--- src/rtl/init_assign_loader.sv ---
// Initial assignment loader: fills an 8-entry table from an LFSR during the upstream address sweep.
// Optional checksum register built only when INIT_CHECKSUM_EN is defined.
module init_assign_loader #(
  parameter int         W         = 8,
  parameter logic [W-1:0] LFSR_TAPS = 8'hB8,
  parameter logic [W-1:0] LFSR_INIT = 8'h01
) (
  input  logic         clk,
  input  logic         rst,
  input  logic         init_active,
  input  logic [2:0]   address,
  input  logic         seed_load,
  input  logic [W-1:0] seed,
  input  logic [2:0]   rd_addr,
  output logic [W-1:0] rd_data,
  output logic         busy,
  output logic         init_done,
  output logic         table_valid,
  output logic         seq_err,
  output logic [W-1:0] checksum
);

  typedef enum logic {IDLE, FILL} state_t;

  state_t       state, state_d;
  logic [W-1:0] mem [8];
  logic [W-1:0] lfsr;
  logic [W-1:0] lfsr_next;
  logic [W-1:0] seed_fix;
  logic [2:0]   expected;
  logic [7:0]   valid;
  logic         wr, start, err, last;

  assign lfsr_next = lfsr[0] ? ((lfsr >> 1) ^ LFSR_TAPS)
                             : (lfsr >> 1);
  assign seed_fix  = (seed == '0) ? {{(W-1){1'b0}}, 1'b1} : seed;
  assign busy        = (state == FILL);
  assign table_valid = &valid;

  // Next-state and write/error decode for the sweep follower
  always_comb begin
    state_d = state;
    wr      = 1'b0;
    start   = 1'b0;
    err     = 1'b0;
    last    = 1'b0;
    unique case (state)
      IDLE: begin
        if (init_active) begin
          if (address == 3'd0) begin
            wr      = 1'b1;
            start   = 1'b1;
            state_d = FILL;
          end else begin
            err = 1'b1;
          end
        end
      end
      FILL: begin
        if (init_active && (address == expected)) begin
          wr = 1'b1;
          if (address == 3'd7) begin
            last    = 1'b1;
            state_d = IDLE;
          end
        end else begin
          err     = 1'b1;
          state_d = IDLE;
        end
      end
      default: state_d = IDLE;
    endcase
  end

  // State register
  always_ff @(posedge clk) begin
    if (rst) state <= IDLE;
    else     state <= state_d;
  end

  // Table, LFSR, sweep tracking and flag registers
  always_ff @(posedge clk) begin
    if (rst) begin
      for (int i = 0; i < 8; i++) mem[i] <= '0;
      lfsr      <= LFSR_INIT;
      expected  <= 3'd0;
      valid     <= 8'h00;
      rd_data   <= '0;
      init_done <= 1'b0;
      seq_err   <= 1'b0;
    end else begin
      rd_data   <= mem[rd_addr];
      init_done <= last;
      if (err) seq_err <= 1'b1;
      if (wr) begin
        mem[address] <= lfsr;
        lfsr         <= lfsr_next;
        expected     <= address + 3'd1;
      end else if ((state == IDLE) && seed_load) begin
        lfsr <= seed_fix;
      end
      if (start)   valid <= 8'h01;
      else if (wr) valid[address] <= 1'b1;
    end
  end

`ifdef INIT_CHECKSUM_EN
  logic [W-1:0] cs;

  // Running XOR of every value written in the current sweep
  always_ff @(posedge clk) begin
    if (rst)        cs <= '0;
    else if (start) cs <= lfsr;
    else if (wr)    cs <= cs ^ lfsr;
  end

  assign checksum = cs;
`else
  assign checksum = '0;
`endif

endmodule

--- config.mk ---
export PLATFORM = sky130hd
export DESIGN_NAME = init_assign_loader
export DESIGN_NICKNAME = d
export VERILOG_FILES = /design/src/rtl/init_assign_loader.sv
export SDC_FILE = /design/constraint.sdc
export NUM_CORES = 1
export LEC_CHECK = 0
export BUFFER_PORTS_ARGS = -buffer_cell sky130_fd_sc_hd__buf_2
export CELL_PAD_IN_SITES_DETAIL_PLACEMENT = 2
export CELL_PAD_IN_SITES_GLOBAL_PLACEMENT = 2
export CORE_MARGIN = 2
export CORE_UTILIZATION = 43
export CTS_CLUSTER_DIAMETER = 100
export DETAILED_ROUTE_END_ITERATION = 16
export PLACE_DENSITY = 0.94
export SETUP_SLACK_MARGIN = 0.2
export SLEW_MARGIN = 20
export SYNTH_ARGS = -nofsm -noshare
export SYNTH_HDL_FRONTEND = slang
export SYNTH_SLANG_ARGS = --single-unit
export TNS_END_PERCENT = 100
--- constraint.sdc ---
create_clock -name clk -period 5.9 [get_ports clk]
set_input_delay 0.295 -clock clk [delete_from_list [all_inputs] [get_ports clk]]
set_output_delay 0.295 -clock clk [all_outputs]
set_load 0.05 [all_outputs]
Yosys cells after proc, flatten, opt, wreduce, memory -nomap -nowiden
Memory sizes are Yosys's and may differ from the RTL's. A register that Yosys moved wholly into a read port is not among the register bits.
Cells that the tools add are included.
W data, S select, Z words.
Word-level totals
  register bits: 22
  bits of input ports: 18
  memories kept: 1
  RAM bits: 64
Operators by class
  eq/ne operators: 2
  bitwise gates (word level): 4
  add/subtract/negate cells: 1
  muxes and demuxes: 29
  reduce and logical (&&, ||, !) cells: 11
  $lt $le $gt $ge: 2
Memories
  mem: words 8, bits a word 8, read ports 1, clocked after memory_dff 1, write ports 8, line 26  | logic [W-1:0] mem [8];
Operator list (count)
  $mux W8: 5
  $mux W1: 19
  $logic_not A8 Y1: 1
  $or A8 B8 Y8: 1
  $reduce_and A8 Y1: 1
  $reduce_or A8 Y1: 1
  $pmux W1 S2: 3
  $lt A3 B4 Y1 const B: 1
  $not A3 Y4: 1
  $reduce_bool A2 Y1: 2
  $add A3 B1 Y3 const B: 1
  $demux W1 S3: 1
  $eq A3 B3 Y1: 1
  $eq A3 B3 Y1 const B: 1
  $ge A3 B1 Y1 const B: 1
  $logic_and A1 B1 Y1: 3
  $logic_not A3 Y1: 1
  $mux W3: 1
  $reduce_or A3 Y1: 1
  $not A1 Y1: 2
  $reduce_or A2 Y1: 1

Depth between registers and ports, before layout
  depth after elaboration: 9
  mapped depth: 9
  depth with buffers taken out: 6

Worst setup path after synthesis
OpenSTA, ideal clock, no wires.
  kind: reg-to-reg
  from: register state, in the netlist busy
  to: memory mem[1][0], enable pin
  slack: 3.561 ns
  clock period less this slack: 2.339 ns
  stages on the path, launching flop included: 5
  library setup time: 0.375 ns
  arrival: 1.965 ns
  required time: 5.525 ns
  path through: dfxtp_1 nand2_1 o41ai_2 nand2_1 o21bai_1
RTL lines
  start: declaration: line 25  | state_t state, state_d;
  start signal: assignment: line 78  | else state <= state_d;
  end: declaration: line 26

==> impl_metrics.yaml <==
run_status:
  status: "finished clean"
yosys:
  ys_top_cells_by_count: "edfxtp_1, nor2_1, and2_1"
  synthTopCellsByArea: "edfxtp_1, dfxtp_1, mux4_2, and2_1, nor2_1"
  syn_area_per_cell_um2: 12.9
  syn_inst: 332
  ys_ff_latch: 94
  synth_top_area_share_pct: 44.9
  ys_warn_count: 0
  synth-main-ff-cell: "edfxtp_1"
  yosysSeqAreaShare_pct: 59.0
  netlist_area_mm2: 0.00428
  synth-edff-count: 64
  yosys.area.top_type: "edfxtp_1"
  ys_async_sr_fraction_pct: 0
  ys_types: 45
  synth.most_common_cell: "edfxtp_1"
timing:
  slew_viol_final: 0
  max_clock_freq_ghz: 0.351
  setup_viol: 0
  period_share_pct: 48.3
  fin_crit_ns: 2.85
  hold_violations: 0
  slew_headroom_pct: 35.9
  fin_skew_ns: 0.00901
  grt_setup_unrepaired: "no"
  setup_tns_ns: 0
  worst_pin_slew_ns: 0.959
floorplan:
  io_pins: 38
  die_y_um: 104
  rows: 36
  initial_core_util_pct: 44.0
  core-area_mm2: 0.00973
  dieArea_mm2: 0.0108
  die_w_um: 104
place:
  dpl_cell_area_mm2: 0.00446
  dpl.cell_count: 472
  io_buffers: 29
  gp_congestion: 0.798
  hpwl_mm: 9.21
hold_path:
  hold_start: "seed[1]"
  hold_path_class: "input pin to register"
  worstHoldEndpoint: "lfsr[1]"
  hold_depth: 3
route:
  vias: 2731
  wl_met1_mm: 5.19
  ant_nets: 0
  dr.pass1.iters: 4
  route.detailed.drc: 0
  wl_per_cell_um: 25.7
  top_layer: "met4"
  drt_iter0_markers: 163
  vias_per_cell: 5.60
  wl_met2_mm: 6.52
  wirelength_mm: 12.6
  wl_met3_um: 481
clocking:
  cts_tree: "built"
  post_cts_buffers: 0
  cts.reportedPaths.clkPinSlew_ns: 0.10
  clock_latency_ns: 0.36
  htreeDepth: 3
  hold_buffers: 0
  cts_made_buffers: 9
  root_buffer: "clkbuf_8"
  cts_buffer_depth: 2
  cts.repair.resized: 0
  cts.sinks: 94
worst_setup_path:
  worstPathArrival_ns: 2.85
  start_kind: "input pin"
  path_cells: "buf_2 > xor2_1 > o41ai_2 > nand2_1 > o21bai_1"
  path_class: "input pin to register"
  critPathMaxFanout: 23
  reg2regPathDepth: 4
  max_stage_delay_ns: 0.82
  crit_slowest_cell: "o21bai_1"
  cp-end-kind: "register"
  crit_required_ns: 5.89
  r2r-end: "mem[1][4]"
  r2r_slack_ns: 3.17
  r2r_start: "expected[0]"
grt:
  grt_max_degree: 43
  antenna_found_initial: 0
  grt_pass1_vias: 3069
  grt.total_usage_pct: 24.6
  gr-total-overflow: 0
  grt_pass1_wl_mm: 19.3
final_layout:
  finalNonFillerCells: 488
  antenna_cells: 0
  final_nets: 371
  final_layout_size_suffix_gt1_share_pct: 22.8
  area_delta_synth_final_pct: 8.84
  finish.utilization_pct: 47.8
  final_cell_area_mm2: 0.00465
power:
  p_leak_uw: 0.00172
  vdd_drop_max_uv: 162
  p_per_area_mw_per_mm2: 285
run:
  drv_cap: 0
-- sequential cells by signal, summed over array words and instances, names as in the netlist --
| signal | count |
|---|---|
| mem | 64 |
| lfsr | 8 |
| rd_data | 8 |
| valid | 8 |
| expected | 3 |
| busy | 1 |
| init_done | 1 |
| seq_err | 1 |
-- final cells by class --
cell class              count  area, um^2
flip-flops and latches     94        2520
clock inverters             7        72.6
multi-input cells         213        1610
well taps                 133         166
fillers                   995        5070
repair buffers             30         153
inverters                   2        7.51
clock buffers               9         124
-- power breakdown --
group          internal, uW  switching [uW]
Combinational          40.6            92.6
Clock                   198             243
Sequential              727            23.4
Total                   966             359
-- per-stage QoR --
| stage | worst slack [ns] | hold WS (ns) | total power, uW |
|---|---|---|---|
| 3_3_place_gp | 3.03 | 0.440 | 885 |
| 5_1_grt | 2.87 | 0.296 | 1370 |
| 2_1_floorplan | 3.56 | 0.419 | 853 |
| 4_1_cts | 3.05 | 0.287 | 1330 |
| 6_report | 3.05 | 0.295 | 1320 |
| 3_5_place_dp | 2.71 | 0.465 | 899 |
-- kinds of logic after synthesis --
group / count (synthesis) / synth area share (%)
muxes: 31 / 11.9
other: 1 / 0.0877
buffers and inverters: 32 / 4.01
and+or+nand+nor: 132 / 16.9
AOI/OAI and AO/OA: 33 / 5.97
adders and majority gates: 3 / 0.878
xor gates and xnor gates: 6 / 1.23
DFF: 94 / 59.0
-- layout by cell type (no fill, tap or decap), types with 3 or more instances in the layout --
cell type	synthesis	routed
conb_1	1	8
dfxtp_1	30	30
nand2_1	19	19
xor2_1	6	6
nor2_1	48	48
o21bai_1	4	4
mux4_2	16	16
or3_1	5	5
a21oi_1	5	5
edfxtp_1	64	64
nor4_4	3	3
nand2b_1	3	3
a21o_1	3	3
clkbuf_8	0	9
ha_1	3	3
mux2i_1	15	15
buf_2	5	29
and2_1	32	32
a211oi_1	9	9
nor2_2	8	8
-- metal layers --
metal | global-route usage (%) | vias to the layer above
met5 | 0 | -
met4 | 8.59 | 0
met3 | 4.78 | 20
met2 | 43.3 | 79
met1 | 30.2 | 1413
li1 | - | 1219
-- worst max-delay path by stage --
stage / to / slack (ns) / start
after floorplan: mem[1][0] / 3.56 / busy
after global placement: mem[3][0] / 3.03 / address[0]
after detailed placement: mem[1][2] / 2.71 / address[0]
after CTS: mem[1][4] / 3.05 / address[0]
after global routing: mem[5][0] / 2.87 / address[0]
final: mem[1][4] / 3.05 / address[0]
-- worst max-delay path, delay by kind of cell --
kind            cells  cell delay, ns
compound gates      2            1.56
buf+inv             1            0.47
simple gates        1            0.27
xor+xnor            1            0.23
(Power assumes the default switching activity.)
